`src/rtl/rgbw_spi_frame_master_pkg.sv`:
```
// rgbw_spi_pkg: shared definitions for the RGBW lamp configuration SPI link.
//   FRAME_BYTES  number of bytes in one lamp configuration frame
//   LINT..WHITE  byte position of each lamp register within the frame; the
//                slave side and the deserializer use the same indices
//   state_t      frame master state encoding
package rgbw_spi_pkg;

   localparam int FRAME_BYTES = 7;

   localparam logic [2:0] LINT      = 3'd0;
   localparam logic [2:0] RED       = 3'd1;
   localparam logic [2:0] GREEN     = 3'd2;
   localparam logic [2:0] BLUE      = 3'd3;
   localparam logic [2:0] COLOR_IDX = 3'd4;
   localparam logic [2:0] MODE      = 3'd5;
   localparam logic [2:0] WHITE     = 3'd6;

   typedef enum logic [2:0] {
      IDLE,
      SETUP,
      SHIFT,
      GAP,
      HOLD,
      CSWAIT
   } state_t;

endpackage

```
`src/rtl/rgbw_spi_frame_master_byte_shifter.sv`:
```
// spi_byte_shifter: MSB-first byte serialiser driving MOSI from a flop.
//   clk, reset  system clock, synchronous active-low reset
//   load        present value[7] on mosi and arm the remaining seven bits
//   value       byte to send
//   sck_fall    advance to the next bit (asserted on the SCK falling edge)
//   clear       drive mosi low and disarm
//   mosi        serial data out
//   last_bit    the bit currently on mosi is bit 0 of the byte
module spi_byte_shifter (
   input  logic       clk,
   input  logic       reset,
   input  logic       load,
   input  logic [7:0] value,
   input  logic       sck_fall,
   input  logic       clear,
   output logic       mosi,
   output logic       last_bit
);

   logic [6:0] rest;     // bits still to be presented, next one in [6]
   logic [2:0] bit_cnt;  // index of the bit currently on mosi, 7 -> 0

   always_ff @(posedge clk) begin
      if (!reset) begin
         mosi    <= 1'b0;
         rest    <= '0;
         bit_cnt <= '0;
      end else if (clear) begin
         mosi    <= 1'b0;
         rest    <= '0;
         bit_cnt <= '0;
      end else if (load) begin
         mosi    <= value[7];
         rest    <= value[6:0];
         bit_cnt <= 3'd7;
      end else if (sck_fall) begin
         mosi    <= rest[6];
         rest    <= {rest[5:0], 1'b0};
         bit_cnt <= bit_cnt - 3'd1;
      end
   end

   assign last_bit = (bit_cnt == 3'd0);

endmodule

```
`src/rtl/rgbw_spi_frame_master.sv`:
```
// rgbw_spi_frame_master: SPI mode-0 master sending one 7-byte RGBW lamp
// configuration frame under a single chip-select assertion.
//   clk, reset        system clock, synchronous active-low reset
//   start             one-cycle frame request, honoured only while idle
//   lint_in..white_in frame bytes 0..6, latched on the accepted start
//   busy              frame in progress, including the CS idle time
//   done              one-cycle pulse as cs_n returns high
//   byte_idx          index of the byte on the wire, 0 when idle
//   sck, mosi, cs_n   SPI bus (CPOL=0, CPHA=0), all straight from flops
module rgbw_spi_frame_master
   import rgbw_spi_pkg::*;
#(
   parameter int unsigned SCK_DIV    = 4,  // clk cycles per SCK half-period
   parameter int unsigned GAP_CYCLES = 8,  // extra SCK-low cycles between bytes
   parameter int unsigned CS_IDLE    = 4   // min cs_n high time between frames
) (
   input  logic       clk,
   input  logic       reset,
   input  logic       start,
   input  logic [7:0] lint_in,
   input  logic [7:0] red_in,
   input  logic [7:0] green_in,
   input  logic [7:0] blue_in,
   input  logic [7:0] color_idx_in,
   input  logic [7:0] mode_in,
   input  logic [7:0] white_in,
   output logic       busy,
   output logic       done,
   output logic [2:0] byte_idx,
   output logic       sck,
   output logic       mosi,
   output logic       cs_n
);

   localparam logic [7:0] DIV_M1 = 8'(SCK_DIV - 1);
   localparam logic [7:0] GAP_M1 = 8'(GAP_CYCLES - 1);
   localparam logic [7:0] CSW_M2 = 8'(CS_IDLE - 2);

   state_t     state;
   logic [7:0] half_cnt;    // position within the current SCK half-period
   logic [7:0] wait_cnt;    // GAP and CSWAIT duration counter
   logic       byte_end;    // current low phase closes a non-final byte
   logic       frame_end;   // current low phase closes the final byte
   logic [7:0] shadow [FRAME_BYTES];

   logic       half_end;
   logic       fall_now;
   logic [2:0] next_idx;
   logic       shift_load;
   logic       shift_fall;
   logic       shift_clear;
   logic [7:0] shift_value;
   logic       last_bit;

   // NOTE: every output of this block is assigned on every pass, so no latch
   // can be inferred.
   always_comb begin
      half_end    = (half_cnt == DIV_M1);
      fall_now    = (state == SHIFT) && sck && half_end;
      next_idx    = (byte_idx == WHITE) ? WHITE : byte_idx + 3'd1;
      // The first byte comes straight from the port because the shadow
      // registers are only written on this same edge.
      shift_load  = ((state == IDLE) && start) ||
                    (fall_now && last_bit && (byte_idx != WHITE));
      shift_fall  = fall_now && !last_bit;
      shift_clear = (state == HOLD) && half_end;
      shift_value = (state == IDLE) ? lint_in : shadow[next_idx];
   end

   spi_byte_shifter u_shifter (
      .clk      (clk),
      .reset    (reset),
      .load     (shift_load),
      .value    (shift_value),
      .sck_fall (shift_fall),
      .clear    (shift_clear),
      .mosi     (mosi),
      .last_bit (last_bit)
   );

   // NOTE: all state is updated with non-blocking assignments so every
   // register sees the values from before this edge.
   always_ff @(posedge clk) begin
      if (!reset) begin
         state     <= IDLE;
         half_cnt  <= '0;
         wait_cnt  <= '0;
         byte_end  <= 1'b0;
         frame_end <= 1'b0;
         byte_idx  <= LINT;
         sck       <= 1'b0;
         cs_n      <= 1'b1;
         busy      <= 1'b0;
         done      <= 1'b0;
         // NOTE: the shadow bank is only seven bytes of flops, so it is
         // cleared with everything else rather than left to power-up values.
         for (int i = 0; i < FRAME_BYTES; i++) shadow[i] <= '0;
      end else begin
         done <= 1'b0;
         unique case (state)
            IDLE: begin
               if (start) begin
                  shadow[LINT]      <= lint_in;
                  shadow[RED]       <= red_in;
                  shadow[GREEN]     <= green_in;
                  shadow[BLUE]      <= blue_in;
                  shadow[COLOR_IDX] <= color_idx_in;
                  shadow[MODE]      <= mode_in;
                  shadow[WHITE]     <= white_in;
                  cs_n     <= 1'b0;
                  busy     <= 1'b1;
                  byte_idx <= LINT;
                  half_cnt <= '0;
                  state    <= SETUP;
               end
            end

            SETUP: begin
               if (half_end) begin
                  half_cnt <= '0;
                  sck      <= 1'b1;
                  state    <= SHIFT;
               end else begin
                  half_cnt <= half_cnt + 8'd1;
               end
            end

            SHIFT: begin
               if (!half_end) begin
                  half_cnt <= half_cnt + 8'd1;
               end else begin
                  half_cnt <= '0;
                  if (sck) begin
                     // Falling edge: the shifter moves on in parallel; after
                     // bit 0 the wire already carries the next byte.
                     sck <= 1'b0;
                     if (last_bit) begin
                        if (byte_idx == WHITE) begin
                           frame_end <= 1'b1;
                        end else begin
                           byte_idx <= next_idx;
                           byte_end <= 1'b1;
                        end
                     end
                  end else if (frame_end) begin
                     frame_end <= 1'b0;
                     state     <= HOLD;
                  end else if (byte_end && (GAP_CYCLES != 0)) begin
                     byte_end <= 1'b0;
                     wait_cnt <= '0;
                     state    <= GAP;
                  end else begin
                     byte_end <= 1'b0;
                     sck      <= 1'b1;
                  end
               end
            end

            GAP: begin
               if (wait_cnt == GAP_M1) begin
                  half_cnt <= '0;
                  sck      <= 1'b1;
                  state    <= SHIFT;
               end else begin
                  wait_cnt <= wait_cnt + 8'd1;
               end
            end

            HOLD: begin
               if (half_end) begin
                  half_cnt <= '0;
                  wait_cnt <= '0;
                  cs_n     <= 1'b1;
                  done     <= 1'b1;
                  byte_idx <= LINT;
                  // The IDLE cycle in which the next start is sampled still
                  // has cs_n high, so CSWAIT covers CS_IDLE-1 cycles and a
                  // start on the first non-busy cycle gives exactly CS_IDLE.
                  if (CS_IDLE <= 1) begin
                     busy  <= 1'b0;
                     state <= IDLE;
                  end else begin
                     state <= CSWAIT;
                  end
               end else begin
                  half_cnt <= half_cnt + 8'd1;
               end
            end

            CSWAIT: begin
               if (wait_cnt == CSW_M2) begin
                  busy  <= 1'b0;
                  state <= IDLE;
               end else begin
                  wait_cnt <= wait_cnt + 8'd1;
               end
            end

            default: state <= IDLE;
         endcase
      end
   end

endmodule

```
`config.mk`:
```
export PLATFORM = sky130hd
export DESIGN_NAME = rgbw_spi_frame_master
export DESIGN_NICKNAME = d
export VERILOG_FILES = /design/src/rtl/rgbw_spi_frame_master_pkg.sv /design/src/rtl/rgbw_spi_frame_master_byte_shifter.sv /design/src/rtl/rgbw_spi_frame_master.sv
export SDC_FILE = /design/constraint.sdc
export NUM_CORES = 1
export LEC_CHECK = 0
export CAP_MARGIN = 10
export CELL_PAD_IN_SITES_DETAIL_PLACEMENT = 1
export CELL_PAD_IN_SITES_GLOBAL_PLACEMENT = 1
export CORE_ASPECT_RATIO = 1.1
export CORE_MARGIN = 3
export CORE_UTILIZATION = 40
export DETAILED_ROUTE_END_ITERATION = 10
export PLACE_DENSITY = 0.77
export SETUP_SLACK_MARGIN = 0.5
export SLEW_MARGIN = 40
export SYNTH_ARGS = -nofsm -noshare
export SYNTH_HDL_FRONTEND = slang
export SYNTH_SLANG_ARGS = --single-unit
```
`constraint.sdc`:
```
create_clock -name clk -period 7.2 [get_ports clk]
set_input_delay 1.44 -clock clk [delete_from_list [all_inputs] [get_ports clk]]
set_output_delay 1.44 -clock clk [all_outputs]
set_load 0.05 [all_outputs]
```
==> impl_metrics.csv <==
group,metric,value,unit
floorplanning,coreArea,11500,sq um
floorplanning,num_rows,41,
pwr,power_leakage,0.00218,uW
worst_setup_path,startpoint_type,"input port",
finish,stdcell_count,647,
clocking,cts_setup_buffers,0,
clocking,clock_path_buffers,2,
synthesis,ys_ff_latch,95,
clocking,cts_buffers,9,
sta,skew,0.00954,ns
floorplanning,initial_core_util,0.412,
clocking,clk_latency,0.35,ns
global_route,grt-ovfl-total,0,
clocking,post_cts_resize_count,0,
outcome,status,"finished, final reports clean",
place,port_buffers,66,
place,pre_cts_ws,3.10,ns
synthesis,synth_top_family_by_area,"simple AND/OR/NAND/NOR gates",
synthesis,synth_area,4750,sq um
clocking,cts_root_buf,"clkbuf_16",
synthesis,synth_compound_area_frac,0.154,
synthesis,ys_seq_area_frac,0.518,
worst_setup_path,crit_arrival,4.03,ns
global_route,grt.total_usage,0.194,
pwr,p_int,1020,uW
pwr,p_clk_frac,0.380,
place,dp_hpwl,8530,microns
synthesis,yosys.area.top_type,"edfxtp_1",
synthesis,ys_warn_count,0,
synthesis,netlist_instances,436,
sta,setup_viol,0,
pwr,ir_worst_vdd,142,uV
sta,finalSetupTns,0,ns
worst_hold_path,min_path_cells,1,
routing,drc_errors,0,
routing,via_count,3589,
finish,stdcell_area,5840,sq um
clocking,clkTransAtPathRegs,0.06,ns
synthesis,ys_top_cells_by_area,"edfxtp_1 35%, dfxtp_1 16%, and2_1 8.0%",
finish,layout.nets,558,
sta,timing.fmax,267,MHz
sta,tightest_slew,0.856,ns
pwr,power.net_switching,323,uW
routing,ant_nets,0,
flow_run,max_cap_viol_count,0,
worst_setup_path,critPathRequiredTime,7.49,ns
global_route,antenna_found_initial,0,
synthesis,syn_nets,502,
synthesis,synthSimpleGateAreaFrac,0.214,
finish,drive_above_1_share,0.0865,
worst_hold_path,hp-class,"flop to flop",
sta,drv_slew,0,
floorplanning,io_pins,67,
finish,area_growth_syn_to_layout,22.8,%
sta,post-route-min-period,3.74,ns
floorplanning,dieArea,13200,sq um
sta,finalCritPeriodShare,0.519,
worst_setup_path,crit_fanout,22,
place,placed_area,5520,sq um
routing,via_per_inst,5.55,
routing,drt_iter0_markers,204,
pwr,power_frac_comb,0.132,
synthesis,async_flop_share,0,
pwr,p_per_area,229,nW/um^2
synthesis,yosysMostFrequentCell,"and2_1",
sta,rsz0062_at_grt,"false",
sta,max-slew-margin-rel,0.427,
worst_setup_path,reg2reg_from,"half_cnt[0]$_SDFFE_PN0P_",
pwr,sw_frac_of_total,0.242,
floorplanning,die_x,110,microns
worst_setup_path,critPathCaptureType,"flop",
floorplanning,die_y,120,microns
finish,n_fill_cell,1250,
clocking,ctsHoldBuffers,0,
global_route,first_global_vias,3794,
synthesis,synth_xor_area_frac,0.00368,
worst_setup_path,startpoint,"reset",
clocking,h-tree-depth,3,
sta,setup_slack,3.46,ns
place,routabilityCongestion,0.776,
synthesis,synth_edf_count,56,
routing,wl_per_cell,18.6,microns
clocking,clock_sinks,95,
worst_setup_path,endpoint,"wait_cnt[5]$_SDFFE_PN0P_",
finish,antennaDiodeCount,0,
worst_setup_path,r2r_slack,4.56,ns
sta,hold_ws,0.471,ns
global_route,grt_pass1_wl,19700,microns
routing,first_pass_iters,4,
clocking,tritoncts,"built",
synthesis,synthMuxAreaShare,0.0605,
synthesis,avgSynthCellArea,10.9,sq um
global_route,grt_start_max_net_pins,57,
worst_setup_path,worstRegToRegCells,6,
worst_setup_path,rr_endpoint,"wait_cnt[7]$_SDFFE_PN0P_",
pwr,power_frac_seq,0.488,
synthesis,synth_fa_ha_area_frac,0.0184,
synthesis,yosys.area.top_type_share,0.354,
worst_setup_path,path_class,"input port to flop",
synthesis,synth_ff_type,"edfxtp_1",
synthesis,synthDistinctLibCells,63,
place,dp.cells,631,
synthesis,synth_common_cells,"61 x and2_1, 56 x edfxtp_1, 39 x dfxtp_1, 28 x nand2_1, 23 x nor2_1",
routing,routed_wl,12100,microns
sta,hold_viol,0,
critical path: stages:
cell	delay [ns]
clkdlybuf4s50_1	0.96
inv_1	0.48
a21oi_1	0.75
o311ai_0	0.28
nand2_1	0.10
routing by layer:
layer	vias up	part of all wire	track usage
met2	66	0.51	0.333
met1	1754	0.43	0.240
li1	1755	-	-
met5	-	0	0
met3	14	0.037	0.0379
met4	0	0.016	0.0663
worst min path at each step:
stage / startpoint / to / slack (ns)
after floorplan: wait_cnt[7]$_SDFFE_PN0P_ / wait_cnt[7]$_SDFFE_PN0P_ / 0.45
after global placement: cs_n$_SDFFE_PN1P_ / cs_n$_SDFFE_PN1P_ / 0.45
after detailed placement: cs_n$_SDFFE_PN1P_ / cs_n$_SDFFE_PN1P_ / 0.46
after CTS: cs_n$_SDFFE_PN1P_ / cs_n$_SDFFE_PN1P_ / 0.47
after global routing: cs_n$_SDFFE_PN1P_ / cs_n$_SDFFE_PN1P_ / 0.48
final: cs_n$_SDFFE_PN1P_ / cs_n$_SDFFE_PN1P_ / 0.47
metrics by stage:
| stage | total power, uW | util |
|---|---|---|
| 3_3_place_gp | 831 | 0.478 |
| 6_report | 1340 | 0.506 |
| 5_1_grt | 1390 | 0.506 |
| 2_1_floorplan | 766 | - |
| 3_5_place_dp | 840 | 0.478 |
| 4_1_cts | 1350 | 0.506 |
layout make-up:
type | instances | area, sq um | area share
sequential | 95 | 2460 | 0.422
multi-input combinational | 307 | 2160 | 0.369
timing repair buffer | 69 | 683 | 0.117
clock buffer | 11 | 233 | 0.0398
tap | 150 | 188 | 0.0321
clock inverter | 5 | 81.3 | 0.0139
inverter | 10 | 37.5 | 0.00643
placed cells by master, fill, tap and decap left out, types with 10 or more instances in the layout:
cell,n
a221oi_1,15
clkdlybuf4s50_1,66
o21ai_0,12
nand2_1,27
dfxtp_1,39
and2_1,61
and3_1,10
a211oi_1,17
inv_1,10
mux2i_1,13
a21oi_1,18
nand3_1,11
edfxtp_1,56
nor2_1,21
state kept, by name, summed over array words and instances (netlist names), 3 cells and up:
| register | flops |
|---|---|
| state | 3 |
| u_shifter.rest | 7 |
| shadow | 56 |
| wait_cnt | 8 |
| u_shifter.bit_cnt | 3 |
| half_cnt | 8 |
| byte_idx | 3 |
power groups by stage:
stage                     Sequential (uW)  Combinational [uW]  Clock [uW]
after detailed placement              664                 177           0
after floorplan                       662                 104           0
after global routing                  657                 194         540
final                                 653                 176         509
after global placement                661                 171           0
after CTS                             653                 178         519
cells by family (layout without fill, tap and decap cells):
logic type | count (synthesis) | count (layout)
simple gates | 178 | 178
fa+ha+maj | 7 | 7
compound gates | 100 | 100
flops | 95 | 95
xor+xnor | 2 | 2
buf+inv | 34 | 95
mux | 20 | 20
Note: power is estimated with default switching activity, not from simulation.
